[config.mk]
export PLATFORM = sky130hd
export DESIGN_NAME = seq_s2_driver
export DESIGN_NICKNAME = d
export VERILOG_FILES = /design/src/rtl/seq_s2_driver.sv
export SDC_FILE = /design/constraint.sdc
export NUM_CORES = 1
export LEC_CHECK = 0
export CAP_MARGIN = 10
export CELL_PAD_IN_SITES_DETAIL_PLACEMENT = 0
export CELL_PAD_IN_SITES_GLOBAL_PLACEMENT = 1
export CORE_MARGIN = 2
export CORE_UTILIZATION = 34
export DETAILED_ROUTE_END_ITERATION = 12
export HOLD_SLACK_MARGIN = 0.02
export PLACE_DENSITY_LB_ADDON = 0.2
export SETUP_SLACK_MARGIN = 0.5
export SLEW_MARGIN = 40
export SYNTH_ARGS = -nofsm -noshare
export SYNTH_HDL_FRONTEND = slang
export SYNTH_SLANG_ARGS = --single-unit
[constraint.sdc]
create_clock -name clock -period 4.2 [get_ports clock]
set_input_delay 0.84 -clock clock [delete_from_list [all_inputs] [get_ports clock]]
set_output_delay 0.84 -clock clock [all_outputs]
set_load 0.01 [all_outputs]
[src/rtl/seq_s2_driver.sv]
// seq_s2_driver: program sequencer feeding the RegBankS2 instruction port.
// It fetches 16-bit words from an asynchronous-read ROM at pc, executes its
// own control opcodes, and forwards RUN payloads as single-cycle strobes.
module seq_s2_driver #(
  parameter int PC_WIDTH   = 8,
  parameter int INST_WIDTH = 12
) (
  input  logic                  clock,
  input  logic                  reset,
  input  logic                  start,
  input  logic [PC_WIDTH-1:0]   start_addr,
  input  logic                  hold,
  output logic [PC_WIDTH-1:0]   pc,
  input  logic [15:0]           prog,
  output logic [INST_WIDTH-1:0] inst,
  output logic                  inst_en,
  output logic                  busy,
  output logic                  done,
  output logic                  error
);

  typedef enum logic [1:0] {
    S_IDLE = 2'd0,
    S_EXEC = 2'd1,
    S_WAIT = 2'd2
  } state_e;

  localparam logic [3:0] OP_NOP  = 4'd0;
  localparam logic [3:0] OP_RUN  = 4'd1;
  localparam logic [3:0] OP_JMP  = 4'd2;
  localparam logic [3:0] OP_WAIT = 4'd3;
  localparam logic [3:0] OP_HALT = 4'd4;

  state_e                state_q, state_d;
  logic [PC_WIDTH-1:0]   pc_q, pc_d;
  logic [INST_WIDTH-1:0] inst_q, inst_d;
  logic                  inst_en_q, inst_en_d;
  logic                  done_q, done_d;
  logic                  error_q, error_d;
  logic [7:0]            cnt_q, cnt_d;

  logic [3:0]            opcode;
  logic [11:0]           payload;
  logic [PC_WIDTH-1:0]   pc_inc;

  assign opcode  = prog[15:12];
  assign payload = prog[11:0];
  // pc wraps naturally at 2^PC_WIDTH; wrap is not an error.
  assign pc_inc  = pc_q + PC_WIDTH'(1);

  // Next-state and output decode: one program word per EXEC cycle.
  always_comb begin
    // NOTE: every signal gets a default before the case so no path leaves it
    // unassigned; otherwise synthesis would infer a latch to hold the value.
    state_d   = state_q;
    pc_d      = pc_q;
    inst_d    = inst_q;
    cnt_d     = cnt_q;
    error_d   = error_q;
    inst_en_d = 1'b0;
    done_d    = 1'b0;

    unique case (state_q)
      S_IDLE: begin
        // hold is deliberately ignored here; it takes effect in EXEC.
        if (start) begin
          pc_d    = start_addr;
          error_d = 1'b0;
          state_d = S_EXEC;
        end
      end

      S_EXEC: begin
        if (!hold) begin
          unique case (opcode)
            OP_NOP: pc_d = pc_inc;
            OP_RUN: begin
              inst_d    = payload[INST_WIDTH-1:0];
              inst_en_d = 1'b1;
              pc_d      = pc_inc;
            end
            OP_JMP: pc_d = payload[PC_WIDTH-1:0];
            OP_WAIT: begin
              // A zero count degenerates to NOP so no stall cycle is spent.
              if (payload[7:0] == 8'd0) begin
                pc_d = pc_inc;
              end else begin
                cnt_d   = payload[7:0];
                state_d = S_WAIT;
              end
            end
            OP_HALT: begin
              done_d  = 1'b1;
              state_d = S_IDLE;
            end
            default: begin
              error_d = 1'b1;
              state_d = S_IDLE;
            end
          endcase
        end
      end

      S_WAIT: begin
        if (!hold) begin
          if (cnt_q == 8'd1) begin
            cnt_d   = 8'd0;
            pc_d    = pc_inc;
            state_d = S_EXEC;
          end else begin
            cnt_d = cnt_q - 8'd1;
          end
        end
      end

      default: state_d = S_IDLE;
    endcase
  end

  // State register with synchronous reset; reset aborts any RUN/WAIT.
  always_ff @(posedge clock) begin
    // NOTE: sequential state uses non-blocking assignments so every register
    // samples its _d value from before this edge, independent of ordering.
    if (reset) begin
      state_q   <= S_IDLE;
      pc_q      <= '0;
      inst_q    <= '0;
      inst_en_q <= 1'b0;
      done_q    <= 1'b0;
      error_q   <= 1'b0;
      cnt_q     <= 8'd0;
    end else begin
      state_q   <= state_d;
      pc_q      <= pc_d;
      inst_q    <= inst_d;
      inst_en_q <= inst_en_d;
      done_q    <= done_d;
      error_q   <= error_d;
      cnt_q     <= cnt_d;
    end
  end

  assign pc      = pc_q;
  assign inst    = inst_q;
  assign inst_en = inst_en_q;
  assign done    = done_q;
  assign error   = error_q;
  assign busy    = (state_q != S_IDLE);

endmodule

* Word level (Yosys, flattened, before mapping)
Cells that the tools add are included.
** Word-level totals
- Logic and storage cells :: 71
- Bits in registers :: 33
- Output and inout bits :: 24
- Bits of input ports :: 28
** Cells by class
- Equality and inequality tests :: 18
- Add/sub/neg operators :: 2
- Muxes and demuxes :: 26
- Reduce and logical (&&, ||, !) cells :: 16
- Bitwise operators :: 2
** Operator list (number)
- $mux 8 :: 10
- $pmux 8 s3 :: 2
- $ne 2x2->1 const B :: 8
- $pmux 8 s2 :: 1
- $mux 2 :: 5
- $add 8x1->8 const B :: 1
- $eq 4x2->1 const B :: 2
- $eq 8x1->1 const B :: 1
- $logic_not 8->1 :: 1
- $sub 8x1->8 const B :: 1
- $reduce_and 7->1 :: 1
- $ne 3x3->1 const B :: 2
- $pmux 2 s3 :: 1
- $reduce_and 6->1 :: 1
- $reduce_bool 2->1 :: 3
- $reduce_or 3->1 :: 2
- $mux 1 :: 5
- $reduce_and 5->1 :: 1
- $reduce_or 5->1 :: 1
- $eq 4x1->1 const B :: 1
- $eq 4x3->1 const B :: 1
- $logic_not 4->1 :: 1
- $ne 4x3->1 const B :: 1
- $pmux 2 s2 :: 1
- other kinds (9) :: 10

* Longest topological paths before layout
Gate-level depths: netlist (run 1).
- Depth after elaboration :: 5
- Mapped depth :: 9
- Gate-level depth less buffers :: 7

* Worst setup path before layout (run 1)
No wires, ideal clock.
- Kind :: input -> register
- Start point :: in prog[12]
- End point :: reg pc_q[2], in the netlist pc[2]
- Path slack :: 1997 ps
- Stages :: 5
- Data required time :: 4064 ps
- Setup time :: 136 ps
- Path buffers :: 0
- Arrival time :: 2067 ps
- Cell sequence :: nor4b_2 o21ba_2 nor2_1 a311oi_1 o41ai_2
** Between the ends
- Word-level cells in the longest chain between the ends :: 5
- Elaborated cells between the ends (all ways) :: 11
- Those cells by class :: 5 x eq/ne; 3 x mux; 3 x reduce/logical
** Ends and longest elaborated chain
- start, declared :: line 14 : input logic [15:0] prog,
- $eq 4x1->1 or $logic_not 4->1 (tied branches) :: line 75 : unique case (opcode)
- $reduce_or 2->1 (no source line)
- $pmux 8 s3 :: line 75
- $mux 8 :: line 74 : if (!hold) begin
- $pmux 8 s3 :: line 63 : unique case (state_q)
- end signal, assigned :: line 134 : pc_q <= pc_d;
- end, declared :: line 35 : logic [PC_WIDTH-1:0] pc_q, pc_d;
Parallel ways exist; a longest one is shown, timed or not. The select of a mux whose other input is x is not followed.
A chain may end at the register's enable or synchronous reset.

* Final worst setup path (run 1)
- Start point :: in prog[5]
- End point :: reg pc_q[1], in the netlist pc[1]
** Between the ends
- Word-level cells in the longest chain between the ends :: 3
** Ends and longest elaborated chain
- $logic_not 8->1 :: line 85 : if (payload[7:0] == 8'd0) begin
- $ne 3x3->1 (no source line)
- $reduce_and 7->1 (no source line)
No other way between the ends.

==> results.py, run 1 <==
metrics = {
    "run_status": {
        "status": "finished clean",
    },
    "clocking": {
        "clockRootBuffer": "clkbuf_8",
        "cts.repair.resized": 0,
        "postCtsSetupBuffers": 0,
        "numCtsBuffers": 5,
        "worstSkewPairLatency_ns": 0.29,
        "clkTransAtPathRegs_ns": 0.07,
        "clockBufferDepth": 2,
        "htreeDepth": 2,
        "cts_tree": "yes",
        "clock-sinks": 33,
        "cts_hold_buf": 0,
    },
    "worst_hold_path": {
        "hp-start": "cnt_q[1]$_SDFFE_PP0P_",
        "holdPathStages": 2,
        "hold_end": "cnt_q[1]$_SDFFE_PP0P_",
        "hold_path_class": "reg -> reg",
    },
    "setup_path": {
        "crit_arrival_ns": 3.19,
        "cp_max_fo": 16,
        "r2r-end": "pc[1]$_SDFFE_PP0P_",
        "ff2ff_path_depth": 6,
        "cp.required_ns": 4.42,
        "reg2reg_from": "cnt_q[0]$_SDFFE_PP0P_",
        "cp_num_buf_inv": 1,
        "ff2ff_setup_slack_ns": 1.33,
        "crit_chain": "clkdlybuf4s50_1, nor4_1, a211oi_1, nand4bb_1, a311o_1, a21oi_2",
        "criticalPathCategory": "in -> reg",
        "critPathLaunchType": "primary input",
        "slowest_delay_ns": 0.69,
        "cp.depth": 6,
        "cpLargestDelayFamily": "simple AND/OR/NAND/NOR gates",
        "worstSetupEndpointType": "flip-flop",
        "worst_path_max_delay_cell": "nand4bb_1",
    },
    "sta": {
        "finalHoldViolCount": 0,
        "rsz0062_at_grt": "no",
        "tightest_slew_ns": 0.828,
        "setup_viol": 0,
        "post-route-min-period_ns": 2.97,
        "max_slew_margin_pct": 44.7,
        "fmaxAchievable_mhz": 337,
        "fin_skew_ns": 0.00724,
        "fin_setup_tns_ns": 0,
        "slew_violations": 0,
        "finalCritPeriodShare_pct": 70.7,
    },
    "routing": {
        "drtIter0Drc": 115,
        "drt.antenna.violating_nets": 0,
        "vias": 1871,
        "wl_per_cell_um": 15.4,
        "vias_per_cell": 5.35,
        "routed_wl_um": 5390,
        "drc_errors": 0,
        "first_pass_iters": 4,
    },
    "grt": {
        "grt_pass1_wl_um": 8890,
        "grtUsageTotal_pct": 18.1,
        "grt_pass1_vias": 1787,
        "grt_max_degree": 34,
        "antenna_found_initial": 0,
        "grt_overflow": 0,
    },
    "synthesis": {
        "async_flop_share_pct": 0,
        "synth_edf_count": 0,
        "yosysWarnings": 0,
        "syn_area_per_cell_um2": 8.43,
        "ys_ff_latch": 33,
        "synth_fp_nets": 263,
        "synth_cell_types": 51,
        "seq_area_frac_synth_pct": 34.4,
        "syn_area_um2": 1920,
        "syn_inst": 228,
        "synthFlopType": "dfxtp_1",
    },
    "run": {
        "maxCapViolCount": 0,
    },
    "place": {
        "dpl.hpwl_um": 3830,
        "portBuffers": 51,
        "gp_congestion": 0.822,
    },
    "die": {
        "fp.coreArea_um2": 5470,
        "start_util_pct": 35.1,
        "ios": 52,
        "die_w_um": 79.2,
        "floorplan.rows": 27,
        "fp.dieH_um": 79.2,
        "dieArea_um2": 6270,
    },
    "final_layout": {
        "layout-drive-gt1-share_pct": 7.55,
        "num_antenna_cells": 0,
        "fillerInstances": 574,
        "fin_nets": 312,
        "area_growth_pct": 36.2,
        "utilization_pct": 47.9,
    },
    "pwr": {
        "p_per_area_nw_per_um2": 419,
        "total_power_mw": 1.10,
        "vdd_drop_max_v": 0.000212,
        "p_leak_nw": 1.02,
    },
}
kinds of logic (layout without fill, tap and decap cells):
group / count (synthesis) / after routing / synth area share [%]
XOR/XNOR: 6 / 6 / 2.73
AND/OR/NAND/NOR: 84 / 84 / 23.0
adder cells (fa/ha/maj): 7 / 7 / 4.55
buffers and inverters: 23 / 73 / 5.14
multiplexers: 14 / 14 / 7.29
flip-flops: 33 / 33 / 34.4
AO/OA/AOI/OAI: 61 / 61 / 23.0
cell usage after synthesis (5+ instances only):
| master | number | area, µm² |
|---|---|---|
| o21ai_0 | 17 | 85.1 |
| nand3_1 | 8 | 40.0 |
| ha_1 | 7 | 87.6 |
| xnor2_1 | 5 | 43.8 |
| nand2_1 | 9 | 33.8 |
| inv_1 | 12 | 45.0 |
| nor2_1 | 35 | 131 |
| a21oi_1 | 7 | 35.0 |
| clkbuf_1 | 6 | 22.5 |
| a31oi_1 | 10 | 62.6 |
| nor3_1 | 5 | 25.0 |
| mux2i_1 | 14 | 140 |
| dfxtp_1 | 33 | 661 |
how the worst max path moves through the flow:
| stage | start | end | slack (ns) |
|---|---|---|---|
| 2_1_floorplan | prog[12] | pc[2]$_SDFFE_PP0P_ | 2.00 |
| 3_3_place_gp | prog[4] | pc[1]$_SDFFE_PP0P_ | 0.99 |
| 3_5_place_dp | prog[4] | pc[1]$_SDFFE_PP0P_ | 0.91 |
| 4_1_cts | prog[4] | pc[1]$_SDFFE_PP0P_ | 1.22 |
| 5_1_grt | prog[4] | pc[0]$_SDFFE_PP0P_ | 1.02 |
| 6_report | prog[5] | pc[1]$_SDFFE_PP0P_ | 1.23 |
layout make-up:
| type | instances | area (µm²) | share of cell area (%) |
|---|---|---|---|
| Multi-Input combinational cell | 172 | 1170 | 44.6 |
| Sequential cell | 33 | 661 | 25.2 |
| Timing Repair Buffer | 52 | 518 | 19.8 |
| Tap cell | 72 | 90.1 | 3.44 |
| Clock buffer | 5 | 68.8 | 2.63 |
| Clock inverter | 3 | 65.1 | 2.48 |
| Inverter | 13 | 48.8 | 1.86 |
sequential cells by signal (all words and copies together) (netlist names):
signal / count
cnt_q: 8
done: 1
error: 1
inst: 12
inst_en: 1
pc: 8
state_q: 2
routing by layer:
layer  global-route usage (%)  vias to the layer above  wire (µm)
met4                     5.86                        0         89
met2                     28.1                       46       2430
met3                     4.32                        9        238
li1                         -                      931          -
met1                     24.6                      885       2630
met5                        0                        -          0
power by group:
part	switching, mW	internal (mW)	total [mW]
combinational	0.189	0.167	0.356
clock	0.125	0.236	0.361
sequential	0.0382	0.343	0.382
total	0.352	0.746	1.10
worst min-delay path, stage by stage, from the launching register on:
cell	delay (ns)
dfxtp_1	0.34
nand2_1	0.06
a21oi_1	0.05
cells in the final DEF (no fill, tap or decap), drive strengths merged, types with 3 or more instances in the layout:
cell type       n
ha              7
nor2           35
nor3            5
o21ai          17
a32o            3
mux2i          14
o22ai           3
nand3           8
xnor2           5
clkdlybuf4s50  51
o31ai           3
a311oi          3
nand2b          3
inv            12
nor4            3
nand2           9
nor4b           5
a31oi          10
nor2b           4
clkbuf          5
a21oi           8
dfxtp          33
per-stage QoR:
stage	hold WS (ns)	setup slack, ns	area [µm²]	instances
3_5_place_dp	0.485	0.912	2480	342
4_1_cts	0.494	1.22	2620	350
3_3_place_gp	0.475	0.995	2480	342
5_1_grt	0.532	1.02	2620	350
2_1_floorplan	0.455	2.00	1920	228
6_report	0.495	1.23	2620	350
Power figures use the tool's default switching activity.
==> run 2, diff against run 1 <==
==> constraint.sdc (replaced) <==
create_clock -name clock -period 2.8 [get_ports clock]
set_input_delay 0.56 -clock clock [delete_from_list [all_inputs] [get_ports clock]]
set_output_delay 0.56 -clock clock [all_outputs]
set_load 0.01 [all_outputs]
==> run 2 against run 1 <==
Effect of this change:
- cell area is 4.5% higher
- die area stayed put
- global-route usage hardly changed
- first-iteration DRC count is 29% lower
- register-to-register slack worse by 0.83 ns
==> results.py, run 2 (same netlist as run 1, synthesis figures left out) <==
metrics = {
    "pwr": {
        "total_power_mw": 1.58,
        "vdd_drop_max_v": 0.000256,
        "p_per_area_nw_per_um2": 576,
        "p_leak_nw": 1.08,
    },
    "grt": {
        "grt_max_degree": 33,
        "grt_pass1_wl_um": 8860,
        "antenna_found_initial": 0,
        "grtUsageTotal_pct": 18.1,
        "grt_overflow": 0,
        "grt_pass1_vias": 1832,
    },
    "place": {
        "gp_congestion": 0.786,
        "portBuffers": 51,
        "dpl.hpwl_um": 3850,
        "postPlaceCellArea_um2": 2560,
    },
    "routing": {
        "dr_wl_met3_um": 259,
        "m1WireLength_um": 2710,
        "vias": 1900,
        "route.met2.wl_um": 2480,
        "routed_wl_um": 5570,
        "vias_per_cell": 5.16,
        "top_layer": "met4",
        "drtIter0Drc": 82,
        "first_pass_iters": 4,
        "drc_errors": 0,
        "wl_per_cell_um": 15.1,
        "drt.antenna.violating_nets": 0,
    },
    "final_layout": {
        "layout-drive-gt1-share_pct": 14.5,
        "fin_area_um2": 2740,
        "final_common_cell": "clkdlybuf4s50_1",
        "largest_reg_flops": 12,
        "register_area_um2": 663,
        "fin_nets": 330,
        "area_growth_pct": 42.4,
        "utilization_pct": 50.0,
        "final_cell_mix": "51 x clkdlybuf4s50_1, 35 x nor2_1, 31 x dfxtp_1, 17 x o21ai_0, 16 x buf_4",
        "fillerInstances": 583,
        "multiInputGateArea_um2": 1180,
        "num_antenna_cells": 0,
    },
    "sta": {
        "max_slew_margin_pct": 68.9,
        "fin_setup_tns_ns": 0,
        "finalCritPeriodShare_pct": 82.1,
        "rsz0062_at_grt": "yes",
        "setup_viol": 0,
        "fmaxAchievable_mhz": 435,
        "tightest_slew_ns": 0.467,
        "post-route-min-period_ns": 2.30,
        "slew_violations": 0,
        "fin_skew_ns": 0.00551,
        "finalHoldViolCount": 0,
    },
    "run_status": {
        "status": "finished clean",
    },
    "setup_path": {
        "reg2reg_from": "cnt_q[1]$_SDFFE_PP0P_",
        "worstSetupEndpointType": "flip-flop",
        "crit_path_end": "pc[6]$_SDFFE_PP0P_",
        "r2r-end": "pc[6]$_SDFFE_PP0P_",
        "cp_max_fo": 8,
        "ff2ff_setup_slack_ns": 0.50,
        "cp_num_buf_inv": 3,
        "slowest_delay_ns": 0.48,
        "ff2ff_path_depth": 8,
        "crit_chain": "inv_2, ha_4, or4b_4, o41ai_4, nand4bb_1, buf_6, buf_6, a32o_1",
        "worstSetupStartpoint": "cnt_q[1]$_SDFFE_PP0P_",
        "cpMostUsedCell": "buf_6",
        "cp.required_ns": 2.99,
        "worst_path_max_delay_cell": "or4b_4",
        "criticalPathCategory": "reg -> reg",
        "crit_arrival_ns": 2.49,
        "cp.depth": 8,
        "critPathLaunchType": "flip-flop",
        "cpLargestDelayFamily": "simple AND/OR/NAND/NOR gates",
    },
    "die": {
        "floorplan.rows": 27,
        "fp.coreArea_um2": 5470,
        "start_util_pct": 35.1,
        "fp.dieH_um": 79.2,
        "dieArea_um2": 6270,
        "die_w_um": 79.2,
        "ios": 52,
    },
    "clocking": {
        "htreeDepth": 2,
        "cts_tree": "yes",
        "worstSkewPairLatency_ns": 0.30,
        "clockRootBuffer": "clkbuf_8",
        "clkTransAtPathRegs_ns": 0.07,
        "numCtsBuffers": 5,
        "clock-sinks": 33,
        "clockBufferDepth": 2,
    },
    "run": {
        "maxCapViolCount": 0,
    },
    "worst_hold_path": {
        "hold_path_class": "reg -> reg",
    },
}
==> run 2: changes by cell type in the layout (fill, tap and decap cells not counted), sizes merged <==
cell	change
buf	+18
clkinv	+1
clkinvlp	+1
bufinv	-2
==> run 2: where the power goes <==
group / total [mW] / switching, mW / internal (mW)
logic: 0.636 / 0.312 / 0.325
registers: 0.574 / 0.0590 / 0.515
clock network: 0.366 / 0.194 / 0.172
==> run 2: worst register-to-register path, stage by stage, from the launching register on <==
cell and delay (ns):
dfxtp_2 0.34, inv_2 0.08, ha_4 0.14, or4b_4 0.48, o41ai_4 0.40, nand4bb_1 0.21, buf_6 0.19, buf_6 0.12
a32o_1 0.24
==> run 2: cell type report <==
class	count	area share, %
multi-input combinational	172	43.1
timing repair buffer	70	24.4
sequential	33	24.2
tap	72	3.29
clock buffer	5	2.51
inverter	13	1.78
clock inverter	3	0.640
==> run 2: how the worst min path moves through the flow <==
stage	start	endpoint	depth (start not counted)
floorplan	cnt_q[1]$_SDFFE_PP0P_	cnt_q[1]$_SDFFE_PP0P_	2
global placement	inst[8]$_SDFFE_PP0P_	inst[8]$_SDFFE_PP0P_	2
detailed placement	inst[7]$_SDFFE_PP0P_	inst[7]$_SDFFE_PP0P_	2
CTS	cnt_q[5]$_SDFFE_PP0P_	cnt_q[5]$_SDFFE_PP0P_	2
global route	cnt_q[1]$_SDFFE_PP0P_	cnt_q[1]$_SDFFE_PP0P_	2
finish	cnt_q[1]$_SDFFE_PP0P_	cnt_q[1]$_SDFFE_PP0P_	2
==> run 2: repair_timing <==
action / 4_1_cts / 5_1_grt
endpoints found under the setup margin: 3 / 5
cloned: 0 / 0
hold buffers: 0 / 0
gates resized for setup: 0 / 11
hold endpoints to repair: 0 / 0
setup buffers: 0 / 8
pin swaps: 1 / 6
==> run 2: through the flow <==
step	worst slack (ns)	instances	hold slack [ns]
after detailed placement	0.245	352	0.483
after floorplan	0.675	228	0.455
final	0.500	368	0.486
after global routing	0.461	368	0.509
after CTS	0.524	360	0.495
after global placement	0.308	352	0.478
==> run 2: metal layers <==
metal,vias to the layer above,GRT usage (%)
met2,38,28.3
li1,969,-
met4,0,6.72
met5,-,0
met3,10,5.11
met1,883,23.6
